$ cat src/rtl/ps2_led_host_ctrl.sv
// PS/2 host-to-device LED command sequencer: sends 0xED then the LED byte and waits for 0xFA.
// Optional `LOCK_KEY_TRACK_EN adds key_code input so lock-key make codes toggle the LEDs.
module ps2_led_host_ctrl #(
    parameter int INHIBIT_CYCLES = 5000,
    parameter int BIT_TIMEOUT    = 750000,
    parameter int ACK_TIMEOUT    = 1000000,
    parameter int MAX_RETRY      = 2
) (
    input  logic       clk_50mhz,
    input  logic       reset,
    input  logic       led_req,
    input  logic [2:0] led_val,
    input  logic       ps2c_in,
    input  logic       ps2d_in,
    input  logic [7:0] rx_code,
    input  logic       rx_valid,
`ifdef LOCK_KEY_TRACK_EN
    input  logic [7:0] key_code,
`endif
    output logic       ps2c_oe,
    output logic       ps2d_oe,
    output logic       busy,
    output logic       done,
    output logic       error,
    output logic [2:0] led_state
);
    // state    | meaning
    // IDLE     | waiting for led_req / pending request
    // INHIBIT  | clock held low for INHIBIT_CYCLES
    // START    | data pulled low (start bit), clock still low
    // SEND     | shifting data/parity/stop on device falling edges
    // LINE_ACK | waiting for device to pull data low on the next edge
    // RESP     | waiting for 0xFA / 0xFE response byte
    typedef enum logic [2:0] {
        S_IDLE, S_INHIBIT, S_START, S_SEND, S_LINE_ACK, S_RESP
    } state_t;

    localparam int T_A  = (INHIBIT_CYCLES > BIT_TIMEOUT) ? INHIBIT_CYCLES : BIT_TIMEOUT;
    localparam int T_M  = (T_A > ACK_TIMEOUT) ? T_A : ACK_TIMEOUT;
    localparam int TW   = $clog2(T_M + 1);
    localparam int RW   = (MAX_RETRY < 1) ? 1 : $clog2(MAX_RETRY + 1);

    state_t state, state_nxt;
    logic [TW-1:0] timer, load_val;
    logic          timer_load, timer_tc;
    logic [3:0]    bit_idx;
    logic          tx_oe, byte_sel, bit_val;
    logic [RW-1:0] retry;
    logic          retry_max;
    logic [2:0]    val_lat, pending_val, req_val, start_val;
    logic          pending, req_any;
    logic [7:0]    cur_byte;
    logic          ps2c_s1, ps2c_s2, ps2c_q, ps2d_s1, ps2d_s2, fall_c;
    logic          start_txn, ack_fa, ack_fe, timeout;

`ifdef LOCK_KEY_TRACK_EN
    logic [2:0] shadow, key_mask;

    always_comb begin
        case (key_code)
            8'h58:   key_mask = 3'b100;
            8'h77:   key_mask = 3'b010;
            8'h7E:   key_mask = 3'b001;
            default: key_mask = 3'b000;
        endcase
        req_any = led_req | (|key_mask);
        req_val = led_req ? led_val : (shadow ^ key_mask);
    end

    always_ff @(posedge clk_50mhz) begin
        if (reset)            shadow <= 3'b000;
        else if (led_req)     shadow <= led_val;
        else if (|key_mask)   shadow <= shadow ^ key_mask;
    end
`else
    always_comb begin
        req_any = led_req;
        req_val = led_val;
    end
`endif

    always_ff @(posedge clk_50mhz) begin
        if (reset) begin
            ps2c_s1 <= 1'b1; ps2c_s2 <= 1'b1; ps2c_q <= 1'b1;
            ps2d_s1 <= 1'b1; ps2d_s2 <= 1'b1;
        end else begin
            ps2c_s1 <= ps2c_in; ps2c_s2 <= ps2c_s1; ps2c_q <= ps2c_s2;
            ps2d_s1 <= ps2d_in; ps2d_s2 <= ps2d_s1;
        end
    end

    always_comb begin
        fall_c    = ps2c_q & ~ps2c_s2;
        timer_tc  = (timer == '0);
        retry_max = (retry == RW'(MAX_RETRY));
        cur_byte  = byte_sel ? {5'b00000, val_lat} : 8'hED;
        if (bit_idx < 4'd8)       bit_val = cur_byte[bit_idx[2:0]];
        else if (bit_idx == 4'd8) bit_val = ~^cur_byte;
        else                      bit_val = 1'b1;
        start_txn = (state == S_IDLE) && (req_any || pending);
        start_val = req_any ? req_val : pending_val;
        ack_fa    = rx_valid && (rx_code == 8'hFA);
        ack_fe    = rx_valid && (rx_code == 8'hFE);
        timeout   = 1'b0;
        case (state)
            S_SEND:     timeout = timer_tc && !fall_c;
            // a high data line on the ack edge is handled like a lost device
            S_LINE_ACK: timeout = fall_c ? ps2d_s2 : timer_tc;
            S_RESP:     timeout = timer_tc && !ack_fa && !ack_fe;
            default:    timeout = 1'b0;
        endcase
    end

    always_ff @(posedge clk_50mhz) begin
        if (reset) state <= S_IDLE;
        else       state <= state_nxt;
    end

    always_comb begin
        state_nxt = state;
        if (timeout) begin
            state_nxt = retry_max ? S_IDLE : S_INHIBIT;
        end else begin
            case (state)
                S_IDLE:     if (start_txn) state_nxt = S_INHIBIT;
                S_INHIBIT:  if (timer_tc) state_nxt = S_START;
                S_START:    state_nxt = S_SEND;
                S_SEND:     if (fall_c && bit_idx == 4'd9) state_nxt = S_LINE_ACK;
                S_LINE_ACK: if (fall_c) state_nxt = S_RESP;
                S_RESP: begin
                    if (ack_fa)      state_nxt = byte_sel ? S_IDLE : S_INHIBIT;
                    else if (ack_fe) state_nxt = S_INHIBIT;
                end
                default:    state_nxt = S_IDLE;
            endcase
        end
    end

    always_comb begin
        busy    = (state != S_IDLE);
        ps2c_oe = (state == S_INHIBIT) || (state == S_START);
        ps2d_oe = (state == S_START) || ((state == S_SEND) && tx_oe);
    end

    // timer reloads on every state entry and on each clock edge while sending
    always_comb begin
        timer_load = (state_nxt != state) || ((state == S_SEND) && fall_c);
        case (state_nxt)
            S_INHIBIT:          load_val = TW'(INHIBIT_CYCLES - 1);
            S_SEND, S_LINE_ACK: load_val = TW'(BIT_TIMEOUT - 1);
            S_RESP:             load_val = TW'(ACK_TIMEOUT - 1);
            default:            load_val = '0;
        endcase
    end

    always_ff @(posedge clk_50mhz) begin
        if (reset) begin
            timer       <= '0;
            bit_idx     <= 4'd0;
            tx_oe       <= 1'b0;
            byte_sel    <= 1'b0;
            retry       <= '0;
            val_lat     <= 3'b000;
            pending     <= 1'b0;
            pending_val <= 3'b000;
            led_state   <= 3'b000;
            done        <= 1'b0;
            error       <= 1'b0;
        end else begin
            if (timer_load)     timer <= load_val;
            else if (!timer_tc) timer <= timer - TW'(1);

            done  <= (state == S_RESP) && ack_fa && byte_sel;
            error <= timeout && retry_max;

            if (state == S_START) begin
                bit_idx <= 4'd0;
                tx_oe   <= 1'b1;
            end else if ((state == S_SEND) && fall_c) begin
                bit_idx <= bit_idx + 4'd1;
                tx_oe   <= ~bit_val;
            end

            if (start_txn) begin
                val_lat  <= start_val;
                byte_sel <= 1'b0;
                retry    <= '0;
            end else if (timeout && !retry_max) begin
                retry    <= retry + RW'(1);
                byte_sel <= 1'b0;
            end else if ((state == S_RESP) && ack_fa && !byte_sel) begin
                byte_sel <= 1'b1;
            end

            if ((state == S_RESP) && ack_fa && byte_sel) led_state <= val_lat;

            if (start_txn) begin
                pending <= 1'b0;
            end else if (req_any) begin
                pending     <= 1'b1;
                pending_val <= req_val;
            end
        end
    end
endmodule

$ cat config.mk
export PLATFORM = sky130hd
export DESIGN_NAME = ps2_led_host_ctrl
export DESIGN_NICKNAME = d
export VERILOG_FILES = /design/src/rtl/ps2_led_host_ctrl.sv
export SDC_FILE = /design/constraint.sdc
export NUM_CORES = 1
export LEC_CHECK = 0
export ABC_AREA = 1
export BUFFER_PORTS_ARGS = -buffer_cell sky130_fd_sc_hd__buf_2
export CAP_MARGIN = 0
export CELL_PAD_IN_SITES_DETAIL_PLACEMENT = 2
export CELL_PAD_IN_SITES_GLOBAL_PLACEMENT = 2
export CORE_UTILIZATION = 25
export DETAILED_ROUTE_END_ITERATION = 10
export PLACE_DENSITY_LB_ADDON = 0.1
export SYNTH_ARGS = -nofsm -noshare
export SYNTH_HDL_FRONTEND = slang
export SYNTH_SLANG_ARGS = --single-unit
$ cat constraint.sdc
create_clock -name clk_50mhz -period 2.6 [get_ports clk_50mhz]
set_clock_uncertainty 0.05 [all_clocks]
set_input_delay 0.52 -clock clk_50mhz [delete_from_list [all_inputs] [get_ports clk_50mhz]]
set_output_delay 0.52 -clock clk_50mhz [all_outputs]
set_load 0.005 [all_outputs]
==> reports/results.ini <==
[routing]
via_per_inst=4.51
via_count=2378
drt_wl_total_um=7640
antenna_left=0
drc=0
wl_per_cell_um=14.5
drt-pass1-iter-count=4
drtIter0Drc=95

[global_route]
antenna_found_initial=0
grt_first_pass_wirelength_um=13100
grt_remaining_overflow=0
grt_pass1_vias=2597
grt_usage_pct=14.9
grt_start_max_net_pins=16

[critical_path]
crit_type=reg -> reg
crit_required_ps=2790
reg2reg_slack_ps=230
crit_path_end_kind=register
start_kind=register
cp_max_fo=13
cp.arrival_ps=2570

[cells_and_area]
antennaDiodeCount=0
final-seq-area_sq_um=962
multi_input_area_sq_um=1490
fillers=1242
nets=412
area_delta_synth_final_pct=18.4
final_cells=527
drive_gt1_share_pct=22.8

[clock_tree]
h-tree-depth=2
cts_resized=0
hold_buffers=0
clk_pin_slew_worst_paths_ps=100
clk_path_buf_depth=2
cts_made_buffers=5
cts_tree=yes
cts.sinks=48
postCtsSetupBuffers=0
cts-root-buf=clkbuf_8
clock_latency_ps=300

[logic_synthesis]
yosys_warnings=0
avgSynthCellArea_sq_um=7.53
yosys-top-cells-area=dfxtp_1 (36%), nand2_1 (8.9%), nor2_1 (6.2%)
synth_top_area_cell=dfxtp_1
yosys_register_bits=48
yosysMostFrequentCell=nand2_1
async_reset_ff_share_pct=0
synth_top_cell_area_share_pct=36.3
syn_nets=374
synth_flop_cell=dfxtp_1
ys_types=38
seq_area_frac_synth_pct=36.3
netlist_area_sq_um=2650
synth_cells=352
synth_enable_flop_cells=0
synth_common_cells=nand2_1 (63), dfxtp_1 (48), nor2_1 (44)

[die]
rows=37
core_area_sq_um=10300
start_util_pct=25.8
ios=25
chipHeight_um=105
die_w_um=105
die-area_sq_um=11000

[timing]
hold_viol=0
fin_crit_ps=2370
rsz0062_at_grt=false
final.setup.tns_ps=0
relSlewSlack_pct=64.8
setup_viol=0
fin_crit_sh_pct=91.3
drv_slew=0
fmax_ghz=0.421
worstMarginPinSlew_ps=527

[hold_path]
hold_path.class=in -> reg

[place]
gp_congestion=0.752
numPortBuffers=24
place_hpwl_um=6130
placed_cells=519

[job]
max_cap_violations=0

[power]
p_leak_nw=1.44
p_per_area_nw_per_um2=1100
vdd_ir_drop_max_mv=0.286

[run_status]
outcome=finished, final reports clean

[per-layer routing]
metal / wire length, um / vias to the layer above / track usage, %
li1: - / 1209 / -
met1: 4050 / 1146 / 21.0
met2: 3410 / 17 / 24.0
met3: 115 / 6 / 2.06
met4: 69 / 0 / 3.32
met5: 0 / - / 0
[worst paths after layout]
path                        from                     end  cells past startpoint
min reg2reg   ps2d_s1$_SDFF_PP1_      ps2d_s2$_SDFF_PP1_                      1
max reg2reg  state[2]$_SDFF_PP0_  timer[14]$_SDFFE_PP0P_                     13
max          state[2]$_SDFF_PP0_  timer[14]$_SDFFE_PP0P_                     13
min                      ps2c_in      ps2c_s1$_SDFF_PP1_                      2
[worst max-delay path: stages, from the launching register on]
cell and delay (ps):
dfxtp_1 480, inv_1 150, nand3_1 170, nand2_1 80, nand2_1 60, nand2_1 110, a21oi_4 220, nand2_1 130
nand2_1 110, nand3b_2 140, nor2_8 250, buf_4 190, nand2_2 40, a21oi_1 120
[cell families after synthesis]
family	Yosys count	share of synthesized area, %
DFF	48	36.3
and+or+nand+nor	168	34.0
AOI/OAI and AO/OA	65	14.3
adders and majority gates	5	2.36
xor gates and xnor gates	16	5.29
buffers and inverters	50	7.79
[power by group]
group          switching (mW)  leakage (nW)  internal, mW
Sequential              0.153         0.393         0.886
Clock                   0.273        0.0614         0.315
Combinational            1.13         0.986         0.710
Total                    1.55          1.44          1.91
[placed cells by master, fill, tap and decap left out, drive strengths merged]
master,instances
nor2,53
nand2,74
a211o,1
a21boi,1
o21ai,26
o31ai,1
or2,7
ha,5
o22ai,1
xnor2,6
o211ai,2
xor2,10
clkinv,1
nor4,4
buf,36
nand3b,1
nor3,6
dfxtp,48
nand3,16
clkbuf,6
bufinv,1
inv,45
nand4,7
a21oi,33
[cell type report]
class                      count  share of cell area [%]
inverter                      45                    5.38
clock buffer                   6                    2.63
sequential                    48                    30.7
tap                          136                    5.42
multi-input combinational    254                    47.5
clock inverter                 2                    1.24
timing repair buffer          36                    7.10
[registers in the layout, indices dropped and copies added (netlist names)]
signal and count:
bit_idx 4, byte_sel 1, done 1, error 1, led_state 3, pending 1
pending_val 3, ps2c_q 1, ps2c_s1 1, ps2c_s2 1, ps2d_s1 1, ps2d_s2 1
retry 2, state 3, timer 20, tx_oe 1, val_lat 3
[stage by stage]
step | area, sq um | hold WS, ps | utilization [%] | setup WS, ps | power [mW]
global placement | 3010 | 342 | 29.2 | 197 | 2.90
global route | 3140 | 347 | 30.5 | 0.352 | 3.76
CTS | 3130 | 340 | 30.4 | 184 | 3.53
finish | 3140 | 348 | 30.5 | 227 | 3.47
floorplan | 2650 | 339 | - | 446 | 2.41
detailed placement | 3010 | 354 | 29.2 | 95.6 | 2.92
(Power assumes the default switching activity.)
